`src/rtl/res_pkg.sv`:
```
// Shared definitions for the result-channel arbiter: word layout, FSM encoding and type codes.
package res_pkg;

    localparam int unsigned DW       = 81;
    localparam int unsigned TYPE_HI  = 80;
    localparam int unsigned TYPE_LO  = 78;
    localparam int unsigned SADDR_HI = 77;
    localparam int unsigned EADDR_HI = 70;
    localparam int unsigned DATA_HI  = 63;

    localparam logic [2:0] RTYPE_RESULT = 3'b001;
    localparam logic [2:0] RTYPE_DATA   = 3'b010;

    typedef enum logic [1:0] {
        IDLE  = 2'd0,
        GRANT = 2'd1,
        SEND  = 2'd2
    } state_e;

endpackage

```
`src/rtl/res_arbiter_if.sv`:
```
// Result channel between the execution units, the arbiter and the message generator.
interface res_arbiter_if
    import res_pkg::*;
#(
    parameter int unsigned N_REQ = 4,
    parameter int unsigned IDW   = 2,
    parameter int unsigned W     = DW
);
    logic [N_REQ-1:0]   REQ_RDY_T;
    logic [N_REQ*W-1:0] REQ_DATA;
    logic [N_REQ-1:0]   REQ_RDY_R;
    logic               RES_RDY_T;
    logic [W-1:0]       RES_DATA_R;
    logic               RES_RDY_R;
    logic [IDW-1:0]     RES_ID;

    modport master (
        input  REQ_RDY_T, REQ_DATA, RES_RDY_R,
        output REQ_RDY_R, RES_RDY_T, RES_DATA_R, RES_ID
    );

    modport slave (
        output REQ_RDY_T, REQ_DATA, RES_RDY_R,
        input  REQ_RDY_R, RES_RDY_T, RES_DATA_R, RES_ID
    );
endinterface

```
`src/rtl/rr_pick.sv`:
```
// Combinational round-robin picker: rotate past the last winner, fixed-priority encode, rotate back.
module rr_pick
    import res_pkg::*;
#(
    parameter int unsigned N_REQ = 4,
    parameter int unsigned IDW   = 2
) (
    input  logic [N_REQ-1:0] req,
    input  logic [IDW-1:0]   last,
    output logic [IDW-1:0]   win,
    output logic             any
);

    logic [2*N_REQ-1:0] dbl;
    logic [N_REQ-1:0]   rot;
    int unsigned        start;
    int unsigned        off;

    always_comb begin
        start = (int'(last) + 1) % N_REQ;
        dbl   = {req, req};
        // rot[0] is the requester immediately after the last winner
        rot   = N_REQ'(dbl >> start);
        off   = 0;
        for (int j = N_REQ - 1; j >= 0; j--) begin
            if (rot[j]) off = j;
        end
        any = |req;
        win = IDW'((start + off) % N_REQ);
    end

endmodule

```
`src/rtl/res_arbiter.sv`:
```
// Round-robin arbiter sequencing N_REQ execution-unit results onto the generator's result channel.
module res_arbiter
    import res_pkg::*;
#(
    parameter int unsigned N_REQ = 4,
    parameter int unsigned IDW   = 2,
    parameter int unsigned W     = DW
) (
    input  logic                CLK,
    input  logic                RST,
    res_arbiter_if.master       bus,
    output logic                BUSY,
    output logic                ERR,
    output logic [15:0]         GRANT_CNT
);

    state_e           state_q, state_d;
    logic [IDW-1:0]   last_q, grant_q, res_id_q, win;
    logic [W-1:0]     data_q, granted_word;
    logic [N_REQ-1:0] grant_oh;
    logic             any, err_q, req_hold;
    logic [15:0]      cnt_q;

    rr_pick #(
        .N_REQ (N_REQ),
        .IDW   (IDW)
    ) u_pick (
        .req  (bus.REQ_RDY_T),
        .last (last_q),
        .win  (win),
        .any  (any)
    );

    assign grant_oh     = N_REQ'(1) << grant_q;
    assign req_hold     = |(bus.REQ_RDY_T & grant_oh);
    assign granted_word = W'(bus.REQ_DATA >> (int'(grant_q) * W));

    always_ff @(posedge CLK or posedge RST) begin
        if (RST) state_q <= IDLE;
        else     state_q <= state_d;
    end

    always_comb begin
        state_d = state_q;
        unique case (state_q)
            IDLE:    if (any) state_d = GRANT;
            GRANT:   state_d = req_hold ? SEND : IDLE;
            SEND:    if (bus.RES_RDY_R) state_d = IDLE;
            default: state_d = IDLE;
        endcase
    end

    always_comb begin
        bus.REQ_RDY_R = '0;
        bus.RES_RDY_T = 1'b0;
        unique case (state_q)
            GRANT:   bus.REQ_RDY_R = grant_oh;
            SEND:    bus.RES_RDY_T = 1'b1;
            default: ;
        endcase
        BUSY = (state_q != IDLE);
    end

    // A withdrawn grant leaves last_q untouched so the same search order is retried.
    always_ff @(posedge CLK or posedge RST) begin
        if (RST) begin
            last_q   <= IDW'(N_REQ - 1);
            grant_q  <= '0;
            res_id_q <= '0;
            data_q   <= '0;
            err_q    <= 1'b0;
            cnt_q    <= '0;
        end else begin
            err_q <= 1'b0;
            if (state_q == IDLE && any) grant_q <= win;
            if (state_q == GRANT) begin
                if (req_hold) begin
                    data_q   <= granted_word;
                    res_id_q <= grant_q;
                    last_q   <= grant_q;
                end else begin
                    err_q <= 1'b1;
                end
            end
            if (state_q == SEND && bus.RES_RDY_R) cnt_q <= cnt_q + 16'd1;
        end
    end

    assign bus.RES_DATA_R = data_q;
    assign bus.RES_ID     = res_id_q;
    assign ERR            = err_q;
    assign GRANT_CNT      = cnt_q;

endmodule

```
`src/flat_wrapper.sv`:
```
// flat-port wrapper written by rule: the top's interface ports become plain ports
module res_arbiter_flat import res_pkg::*;
#(
    parameter int unsigned N_REQ = 4,
    parameter int unsigned IDW   = 2,
    parameter int unsigned W     = DW
)
  (CLK, RST, BUSY, ERR, GRANT_CNT, bus_REQ_RDY_T, bus_REQ_DATA, bus_RES_RDY_R, bus_REQ_RDY_R, bus_RES_RDY_T, bus_RES_DATA_R, bus_RES_ID);
  res_arbiter_if #(.N_REQ(N_REQ), .IDW(IDW), .W(W)) bus_i ();
  input  logic CLK;
  input  logic RST;
  output logic BUSY;
  output logic ERR;
  output logic [15:0] GRANT_CNT;
  input wire logic [$bits(bus_i.REQ_RDY_T)-1:0] bus_REQ_RDY_T;
  input wire logic [$bits(bus_i.REQ_DATA)-1:0] bus_REQ_DATA;
  input wire logic [$bits(bus_i.RES_RDY_R)-1:0] bus_RES_RDY_R;
  output wire logic [$bits(bus_i.REQ_RDY_R)-1:0] bus_REQ_RDY_R;
  output wire logic [$bits(bus_i.RES_RDY_T)-1:0] bus_RES_RDY_T;
  output wire logic [$bits(bus_i.RES_DATA_R)-1:0] bus_RES_DATA_R;
  output wire logic [$bits(bus_i.RES_ID)-1:0] bus_RES_ID;
  assign bus_i.REQ_RDY_T = bus_REQ_RDY_T;
  assign bus_i.REQ_DATA = bus_REQ_DATA;
  assign bus_i.RES_RDY_R = bus_RES_RDY_R;
  assign bus_REQ_RDY_R = bus_i.REQ_RDY_R;
  assign bus_RES_RDY_T = bus_i.RES_RDY_T;
  assign bus_RES_DATA_R = bus_i.RES_DATA_R;
  assign bus_RES_ID = bus_i.RES_ID;
  res_arbiter #(.N_REQ(N_REQ), .IDW(IDW), .W(W)) u_core (.CLK(CLK), .RST(RST), .bus(bus_i), .BUSY(BUSY), .ERR(ERR), .GRANT_CNT(GRANT_CNT));
endmodule
```
`config.mk`:
```
export PLATFORM = sky130hd
export DESIGN_NAME = res_arbiter_flat
export DESIGN_NICKNAME = d
export VERILOG_FILES = /design/src/rtl/res_pkg.sv /design/src/rtl/res_arbiter_if.sv /design/src/rtl/rr_pick.sv /design/src/rtl/res_arbiter.sv /design/src/flat_wrapper.sv
export SDC_FILE = /design/constraint.sdc
export NUM_CORES = 1
export LEC_CHECK = 0
export CAP_MARGIN = 20
export CORE_AREA = 2 2 169 171
export CTS_CLUSTER_SIZE = 30
export DETAILED_ROUTE_END_ITERATION = 7
export DIE_AREA = 0 0 171 173
export PLACE_DENSITY = 0.68
export SETUP_SLACK_MARGIN = 0.15
export SLEW_MARGIN = 0
export SYNTH_ARGS = -nofsm -noshare
export SYNTH_HDL_FRONTEND = slang
export SYNTH_SLANG_ARGS = --single-unit
```
`constraint.sdc`:
```
create_clock -name CLK -period 8.63 [get_ports CLK]
set_input_delay 1.726 -clock CLK [delete_from_list [all_inputs] [get_ports CLK]]
set_output_delay 1.726 -clock CLK [all_outputs]
set_load 0.05 [all_outputs]
```
==> run summary, run 1 <==
Num CTS Buffers - 9
Pre-Repair DR Iteration Count - 4
Synth cell types - 41
status - complete, no violations
full die area - 29580 sq um
number of nets in the layout - 1153
Max FO, Critical Path - 46
Mapped Area - 6279 sq um
total number of clock tree sinks - 106
Post-DP HPWL - 18330 um
Final Max Slew Viols - 0
Post-DRT Antenna Nets - 0
switch share - 45.72%
synth warn - 0
Least-Margin Pin Slew - 0.8877 ns
DR iter-0 viols - 281
post-route clock period utilization - 48.15%
GPL Wtd Cong - 0.8227
PostCTS Resize Cnt - 0
max cap viols - 0
fraction of registers with async set/reset - 100.0%
Post-synth top flop - dfrtp_1
Seq cells post-synth - 106
PwrDens - 337.6 nW/um^2
count of buffers from port buffering - 436
# DRC - 0
number of global-route vias before repair - 5693
area added between synthesis and finish - 79.21%
largest net degree at the start of global routing - 61
layout cells sized above 1 - 19.76%
Seq pwr share - 25.4%
Max IR drop VDD - 0.0002528 V
Mean Syn Cell Area - 15.58 sq um
design area - 11250 sq um
Worst EP required - 6.90 ns
RSZ-0062 raised after global routing - false
Worst Path Arrival - 2.43 ns
final-report setup violation count - 0
worst min path class - reg -> reg
Die Ht - 173 um
Slowest cell on crit path - dfrtp_4
CP max stage delay - 0.98 ns
Mapped Cells - 403
worst rel slew slack - 40.82%
synth top area cells - dfrtp_1, mux4_2, mux2_2, mux2_1, xnor2_1
post-DR wirelength/cell - 18.79 um
Clk pwr share - 11.4%
CP endpoint kind - output port
Routed Wire Length - 22620 um
Vias/cell - 4.387
first-pass GRT wire length - 33250 um
Internal - 2.062 mW
leakage - 4.245 nW
Clock Pin Slew Worst Setup and Hold Paths - 0.08 ns
Clock Tree Root - clkbuf_16
Final Hold Vio Count - 0
register area - 2663 sq um
fill count - 2642
Top Ports - 437
maximum clock frequency - 240.6 MHz
vias - 5282
Worst setup SP type - flip-flop
multi-input logic area - 3379 sq um
crit path time final - 4.156 ns
Clk Latency, worst-skew pair - 0.35 ns
crit path cell chain - and3_1 -> clkdlybuf4s50_1
post-CTS setup buffer count - 0
CTS tree - built
maximum root-to-sink buffer count - 2
Tot GR Track Use - 14.83%
r2r setup slk - 5.36 ns
placed cell area - 10940 sq um
GRT Residual Overflow - 0
Starting Density - 22.72%
sequential fraction of the synthesis area - 42.29%
post-synth top area share - 41.45%
Psw - 1.737 mW
Post-synth EDFFs - 0
# rows - 61
Worst Skew - 0.009088 ns
critical path type - reg -> out
area leader, netlist - dfrtp_1
H-tree levels - 3
Mapped Nets - 736
die width - 171 um
initial antenna violation count - 2
setup TNS - 0 ns
# hold bufs at CTS - 0
Comb power frac - 63.2%
Placeable Area - 27630 sq um
[cell type report]
class,count,area share [%]
Tap cell,378,4.203
Multi-Input combinational cell,256,30.03
Timing Repair Buffer,440,39.05
Antenna cell,1,0.02224
Sequential cell,106,23.66
Clock buffer,9,2.002
Inverter,7,0.2558
Clock inverter,7,0.7673
[sequential cells by signal, summed over array words and instances (netlist names)]
name / cells
u_core.GRANT_CNT: 16
u_core.bus.RES_DATA_R: 81
u_core.last_q: 2
u_core.ERR: 1
u_core.grant_q: 2
u_core.bus.RES_ID: 2
u_core.state_q: 2
[per-layer routing]
metal / routed length [um] / GRT usage, % / vias up
met2: 11450 / 26.16 / 222
met5: 10 / 0 / -
li1: - / - / 2410
met3: 1860 / 4.028 / 30
met4: 584 / 5.226 / 2
met1: 8717 / 17.14 / 2618
[cell usage in the layout (no fill, tap or decap), types with 2 or more instances in the layout]
| master | instances |
|---|---|
| clkdlybuf4s50_1 | 436 |
| dfrtp_1 | 102 |
| mux4_2 | 82 |
| mux2_2 | 50 |
| mux2_1 | 37 |
| nand2_1 | 16 |
| xnor2_1 | 12 |
| nor2_1 | 9 |
| clkbuf_16 | 9 |
| inv_1 | 6 |
| xor2_1 | 5 |
| a21oi_1 | 4 |
| nand3_1 | 4 |
| buf_4 | 4 |
| nor2b_1 | 3 |
| o21ai_0 | 3 |
| or2_2 | 3 |
| nor3_1 | 3 |
| nand4_1 | 3 |
| inv_6 | 3 |
| nand2b_1 | 2 |
| nor4_1 | 2 |
| ha_1 | 2 |
| dfrtp_4 | 2 |
| dfstp_2 | 2 |
[power by group through the flow]
stage                     registers, mW  logic (mW)  clock network, mW
final                             0.964        2.40              0.433
after global routing               1.01        2.52              0.472
after CTS                         0.974        2.44              0.454
after detailed placement          0.983        2.44                  0
after global placement            0.972        2.43                  0
after floorplan                    1.59        1.02                  0
[logic make-up (layout without fill, tap and decap cells)]
| family | Yosys count | in the layout | synth area share [%] |
|---|---|---|---|
| and+or+nand+nor | 56 | 56 | 4.763 |
| other | 0 | 1 | 0 |
| AOI/OAI and AO/OA | 12 | 12 | 1.196 |
| xor gates and xnor gates | 17 | 17 | 2.371 |
| DFF | 106 | 106 | 42.29 |
| adders and majority gates | 2 | 2 | 0.3985 |
| buffers and inverters | 41 | 463 | 3.966 |
| muxes | 169 | 169 | 45.02 |
[path summary, 6_finish.rpt]
path,from,end,cells after the start
min,u_core.GRANT_CNT[15],u_core.GRANT_CNT[15],1
min reg2reg,u_core.GRANT_CNT[15],u_core.GRANT_CNT[15],1
min in group asynchronous,RST,u_core.bus.RES_DATA_R[33],2
max reg2reg,u_core.grant_q[0],u_core.bus.RES_DATA_R[69],4
max in group asynchronous,RST,u_core.bus.RES_DATA_R[34],3
max,u_core.grant_q[0],bus_REQ_RDY_R[3],2
[Yosys cell counts, types with 6 or more instances]
cell type	number
nand2_1	16
mux2_2	50
inv_1	7
mux4_2	82
buf_4	6
xnor2_1	12
nor2_1	9
clkbuf_1	11
mux2_1	37
buf_2	10
dfrtp_1	104
[critical path, delay by kind of cell (launching register included)]
| kind | cells | cell delay [ns] |
|---|---|---|
| buf+inv | 1 | 0.81 |
| flops | 1 | 0.98 |
| simple gates | 1 | 0.27 |
[per-stage QoR]
| step | instances | power, mW | util (%) | setup slack (ns) | hold WS (ns) |
|---|---|---|---|---|---|
| floorplan | 403 | 2.613 | - | 4.118 | 0.5383 |
| global placement | 1187 | 3.399 | 39.59 | 4.106 | 0.4564 |
| detailed placement | 1187 | 3.419 | 39.59 | 4.117 | 0.4638 |
| CTS | 1203 | 3.869 | 40.72 | 4.348 | 0.4739 |
| global route | 1204 | 4.008 | 40.73 | 4.274 | 0.4786 |
| finish | 1204 | 3.799 | 40.73 | 4.474 | 0.4729 |
Power figures use the tool's default switching activity.
==> run 2: changes to the inputs <==
- CORE_AREA: 2 2 169 171 -> 2 2 171 173
- DIE_AREA: 0 0 171 173 -> 0 0 173 175
- PLACE_DENSITY: 0.68 -> 0.67
- clock period: 8.63 -> 3.9 ns (I/O delays scaled with it)
==> run 2 against run 1 <==
  * Power grew 120%
  * Clock power up 110%
  * Core utilization down 0.99 points
  * Sequential cell count did not move
  * Global-route usage up 0.20 points
  * Critical path depth is the same
  * Clock-buffer cell count increased by 1
  * Non-clock buffer count grew 3
  * Critical path type unchanged
==> run summary, run 2 (synthesis gave the netlist of run 1 again) <==
# rows - 62
H-tree levels - 3
post-route clock period utilization - 76.07%
Hold Crit Start - u_core.GRANT_CNT[15]
Top Ports - 437
CTS tree - built
area added between synthesis and finish - 79.67%
r2r setup slk - 1.53 ns
critical path type - reg -> out
Placeable Area - 28390 sq um
Routed Wire Length - 22880 um
antenna diode count - 0
R2R Path Start - u_core.grant_q[1]
Hold Path Depth - 1
Worst setup SP type - flip-flop
Final Max Slew Viols - 0
final-report setup violation count - 0
Starting Density - 22.11%
GRT Residual Overflow - 0
grt peak-use layer - met2
status - complete, no violations
Worst Skew - 0.01024 ns
Worst EP required - 3.12 ns
placed cell area - 10990 sq um
Least-Margin Pin Slew - 0.8222 ns
post-CTS setup buffer count - 0
DR iter-0 viols - 217
reg-to-reg endpoint - u_core.bus.RES_DATA_R[43]
worst min path class - reg -> reg
Worst Path Arrival - 2.19 ns
first-pass GRT wire length - 35110 um
leakage - 4.253 nW
Final Hold Vio Count - 0
max cap viols - 0
max reg flops - 81
Hold EP - u_core.GRANT_CNT[15]
RSZ-0062 raised after global routing - false
Die Ht - 175 um
Vias/cell - 4.384
Clk Latency, worst-skew pair - 0.35 ns
commonest cells after routing, fill and taps aside - clkdlybuf4s50_1, dfrtp_1, mux4_2, mux2_2, mux2_1
PostCTS Resize Cnt - 0
die width - 173 um
Pre-Repair DR Iteration Count - 4
post-DR wirelength/cell - 18.88 um
R2R depth - 3
maximum clock frequency - 337.1 MHz
Post-DRT Antenna Nets - 0
maximum root-to-sink buffer count - 2
# hold bufs at CTS - 0
Max IR drop VDD - 0.0006981 V
full die area - 30280 sq um
met1 global-route usage - 18.29%
design area - 11280 sq um
worst rel slew slack - 45.18%
Post-DP HPWL - 18530 um
crit path time final - 2.967 ns
total number of clock tree sinks - 106
setup TNS - 0 ns
Max FO, Critical Path - 37
Clock Tree Root - clkbuf_16
count of buffers from port buffering - 436
Clock Pin Slew Worst Setup and Hold Paths - 0.08 ns
Num CTS Buffers - 9
crit path from - u_core.grant_q[1]
layout cells sized above 1 - 19.93%
commonest non-fill, non-tap cell in the layout - clkdlybuf4s50_1
Tot GR Track Use - 15.03%
number of global-route vias before repair - 5801
# DRC - 0
met3 GRT Util - 4.134%
initial antenna violation count - 0
GPL Wtd Cong - 0.8641
M2 GR Usage - 26.35%
CP endpoint kind - output port
number of nets in the layout - 1156
vias - 5314
largest net degree at the start of global routing - 58
PwrDens - 743.6 nW/um^2
==> run 2: changes by cell type in the layout (fill, tap and decap cells not counted), sizes merged <==
cell      before  now
buf            4    7
bufinv         1    0
clkbuf         9   10
clkinv         3    1
clkinvlp       0    1
diode          1    0
inv           10   11
==> run 2: worst max-delay path by stage <==
stage                                      endpoint
after global placement    u_core.bus.RES_DATA_R[75]
final                              bus_REQ_RDY_R[0]
after CTS                          bus_REQ_RDY_R[0]
after floorplan                          u_core.ERR
after detailed placement  u_core.bus.RES_DATA_R[75]
after global routing               bus_REQ_RDY_R[2]
==> run 2: final cells by class <==
type | instances | area [sq um]
fillers | 2727 | 17110
clock buffers | 10 | 229.0
repair buffers | 443 | 4442
multi-input cells | 256 | 3379
inverters | 7 | 28.78
flip-flops and latches | 106 | 2663
clock inverters | 6 | 58.81
well taps | 384 | 480.5
==> run 2: power by group <==
part / switching, mW / internal [mW]
Combinational: 3.01 / 2.45
Sequential: 0.392 / 1.63
Clock: 0.454 / 0.450
Total: 3.86 / 4.53
==> run 2: critical path, cell delays in order, from the launching register on <==
cell and delay [ns]:
dfrtp_4 0.68, nor3_1 0.30, clkdlybuf4s50_1 0.85
==> run 2: layer usage <==
| layer | up-vias | part of all wire, % |
|---|---|---|
| li1 | 2407 | - |
| met1 | 2678 | 40 |
| met2 | 212 | 52 |
| met3 | 17 | 6.8 |
| met4 | 0 | 1.3 |
| met5 | - | 0 |
==> run 2: through the flow <==
step	worst slack [ns]	utilization [%]	power [mW]	hold WS [ns]	instances
after floorplan	0.3344	-	5.782	0.5383	403
after global placement	0.9380	38.72	7.545	0.4568	1196
after detailed placement	0.9041	38.72	7.590	0.4637	1196
after CTS	0.8977	39.73	8.541	0.4740	1212
after global routing	0.8306	39.73	8.855	0.4800	1212
final	0.9334	39.73	8.388	0.4749	1212
==> run 3: changes to the inputs <==
- PLACE_DENSITY: 0.67 -> 0.69
- clock period: 3.9 -> 2.4 ns (I/O delays scaled with it)
==> run 3 against run 2 <==
  * Via count rose by 0.56%
  * Sequential share of layout area fell by 0.41 points
  * Cell area rose by 1.8%
  * Cell count rose by 0.83%
  * First-iteration DRC count fell by 12%
  * Power rose by 65%
  * Critical path depth fell by 1
  * Clock skew rose by 0.0018 ns
  * Register-to-register slack got worse by 1.1 ns
  * Core utilization rose by 0.70 points
  * Clock power rose by 64%
  * Setup slack got worse by 0.66 ns
  * Highest routed layer unchanged
==> run summary, run 3 (synthesis gave the netlist of run 1 again) <==
# hold bufs at CTS - 0
Max IR drop VDD - 0.0006291 V
Clk Latency, worst-skew pair - 0.35 ns
largest net degree at the start of global routing - 107
CP max stage delay - 0.86 ns
first-pass GRT wire length - 33200 um
Worst Path Arrival - 1.65 ns
register area - 2663 sq um
Clk pwr share - 10.7%
final-report setup violation count - 0
total number of clock tree sinks - 106
Worst setup SP type - flip-flop
post-route clock period utilization - 88.82%
total placed cells including tap cells - 1205
Slowest cell on crit path - clkdlybuf4s50_1
Worst EP required - 1.92 ns
GPL Wtd Cong - 0.8148
Non-Filler Instances - 1222
Pre-Repair DR Iteration Count - 4
Vias/cell - 4.373
RSZ-0062 raised after global routing - false
Final Max Slew Viols - 0
number of nets in the layout - 1165
design area - 11480 sq um
CTS tree - built
Routed Wire Length - 21530 um
crit path cell chain - clkdlybuf4s50_1
count of buffers from port buffering - 436
Clock Tree Root - clkbuf_16
Final Hold Vio Count - 0
multi-input logic area - 3387 sq um
maximum clock frequency - 469.1 MHz
worst rel slew slack - 61.00%
worst min path class - reg -> reg
Max FO, Critical Path - 5
die width - 173 um
max cap viols - 0
area added between synthesis and finish - 82.82%
full die area - 30280 sq um
post-CTS setup buffer count - 0
Post-DP HPWL - 17420 um
Top Ports - 437
critical path type - reg -> out
Comb power frac - 66.5%
final core occ - 40.43%
Seq pwr share - 22.8%
Psw - 6.300 mW
# DRC - 0
Design Power - 13.87 mW
Least-Margin Pin Slew - 0.5850 ns
PwrDens - 1208 nW/um^2
Hold Slack - 0.4928 ns
crit path time final - 2.132 ns
layout cells sized above 1 - 21.74%
CP endpoint kind - output port
# rows - 62
Tot GR Track Use - 14.09%
commonest non-fill, non-tap cell in the layout - clkdlybuf4s50_1
Post-DRT Antenna Nets - 0
H-tree levels - 3
status - complete, no violations
PostCTS Resize Cnt - 1
placed cell area - 11180 sq um
Worst Skew - 0.01208 ns
switch share - 45.44%
maximum root-to-sink buffer count - 2
initial antenna violation count - 0
Clock Pin Slew Worst Setup and Hold Paths - 0.08 ns
vias - 5344
Num CTS Buffers - 9
leakage - 4.358 nW
Starting Density - 22.11%
number of global-route vias before repair - 5837
GRT Residual Overflow - 0
Die Ht - 175 um
Internal - 7.565 mW
post-DR wirelength/cell - 17.62 um
fill count - 2760
DR iter-0 viols - 191
max reg flops - 81
commonest cells after routing, fill and taps aside - clkdlybuf4s50_1, dfrtp_1, mux4_2, mux2_2, mux2_1
Largest delay share family, worst path - buffers and inverters
Placeable Area - 28390 sq um
worst path bufs/invs - 1
[run 3: changes by cell type in the layout (fill, tap and decap cells not counted), moves of 2 or more]
cell | before | now
buf_12 | 2 | 12
inv_6 | 4 | 1
inv_8 | 0 | 3
buf_4 | 5 | 9
clkinv_4 | 0 | 2
clkdlybuf4s50_1 | 436 | 429
[run 3: layer usage]
layer	wire length, um	share of wire (%)	global-route usage, %
met3	1772	8.2	4.439
met5	0	0	0
met4	346	1.6	3.743
met2	11390	53	25.58
met1	8028	37	15.94
[run 3: metrics by stage]
step,TNS [ns],setup WS (ns)
floorplan,0,0.3055
global placement,-0.1900,-0.02854
detailed placement,-1.164,-0.05832
CTS,0,0.2434
global route,0,0.1846
finish,0,0.2684
[run 3: power by group through the flow]
stage / logic (mW) / clock network, mW / registers, mW
6_report: 9.22 / 1.48 / 3.16
5_1_grt: 9.72 / 1.63 / 3.27
4_1_cts: 9.36 / 1.57 / 3.17
3_5_place_dp: 9.35 / 0 / 3.20
3_3_place_gp: 9.31 / 0 / 3.17
2_1_floorplan: 3.68 / 0 / 5.72
[run 3: cell type report]
cell class	count	area share, %
inverter	7	0.2616
antenna	1	0.02180
sequential	106	23.20
tap	384	4.186
clock buffer	9	1.962
multi-input combinational	256	29.51
clock inverter	7	0.5886
timing repair buffer	452	40.28
[run 3: path summary, 6_finish.rpt]
check                                         start  slack (ns)  depth (start not counted)                         to
min                        u_core.bus.RES_DATA_R[4]        0.49                          1   u_core.bus.RES_DATA_R[4]
max reg2reg                        u_core.last_q[1]        0.45                          9          u_core.grant_q[1]
min in group asynchronous                       RST        0.64                          3  u_core.bus.RES_DATA_R[37]
max in group asynchronous                       RST        1.30                          3          u_core.grant_q[0]
max                             u_core.GRANT_CNT[0]        0.27                          1               GRANT_CNT[0]
min reg2reg                u_core.bus.RES_DATA_R[4]        0.49                          1   u_core.bus.RES_DATA_R[4]
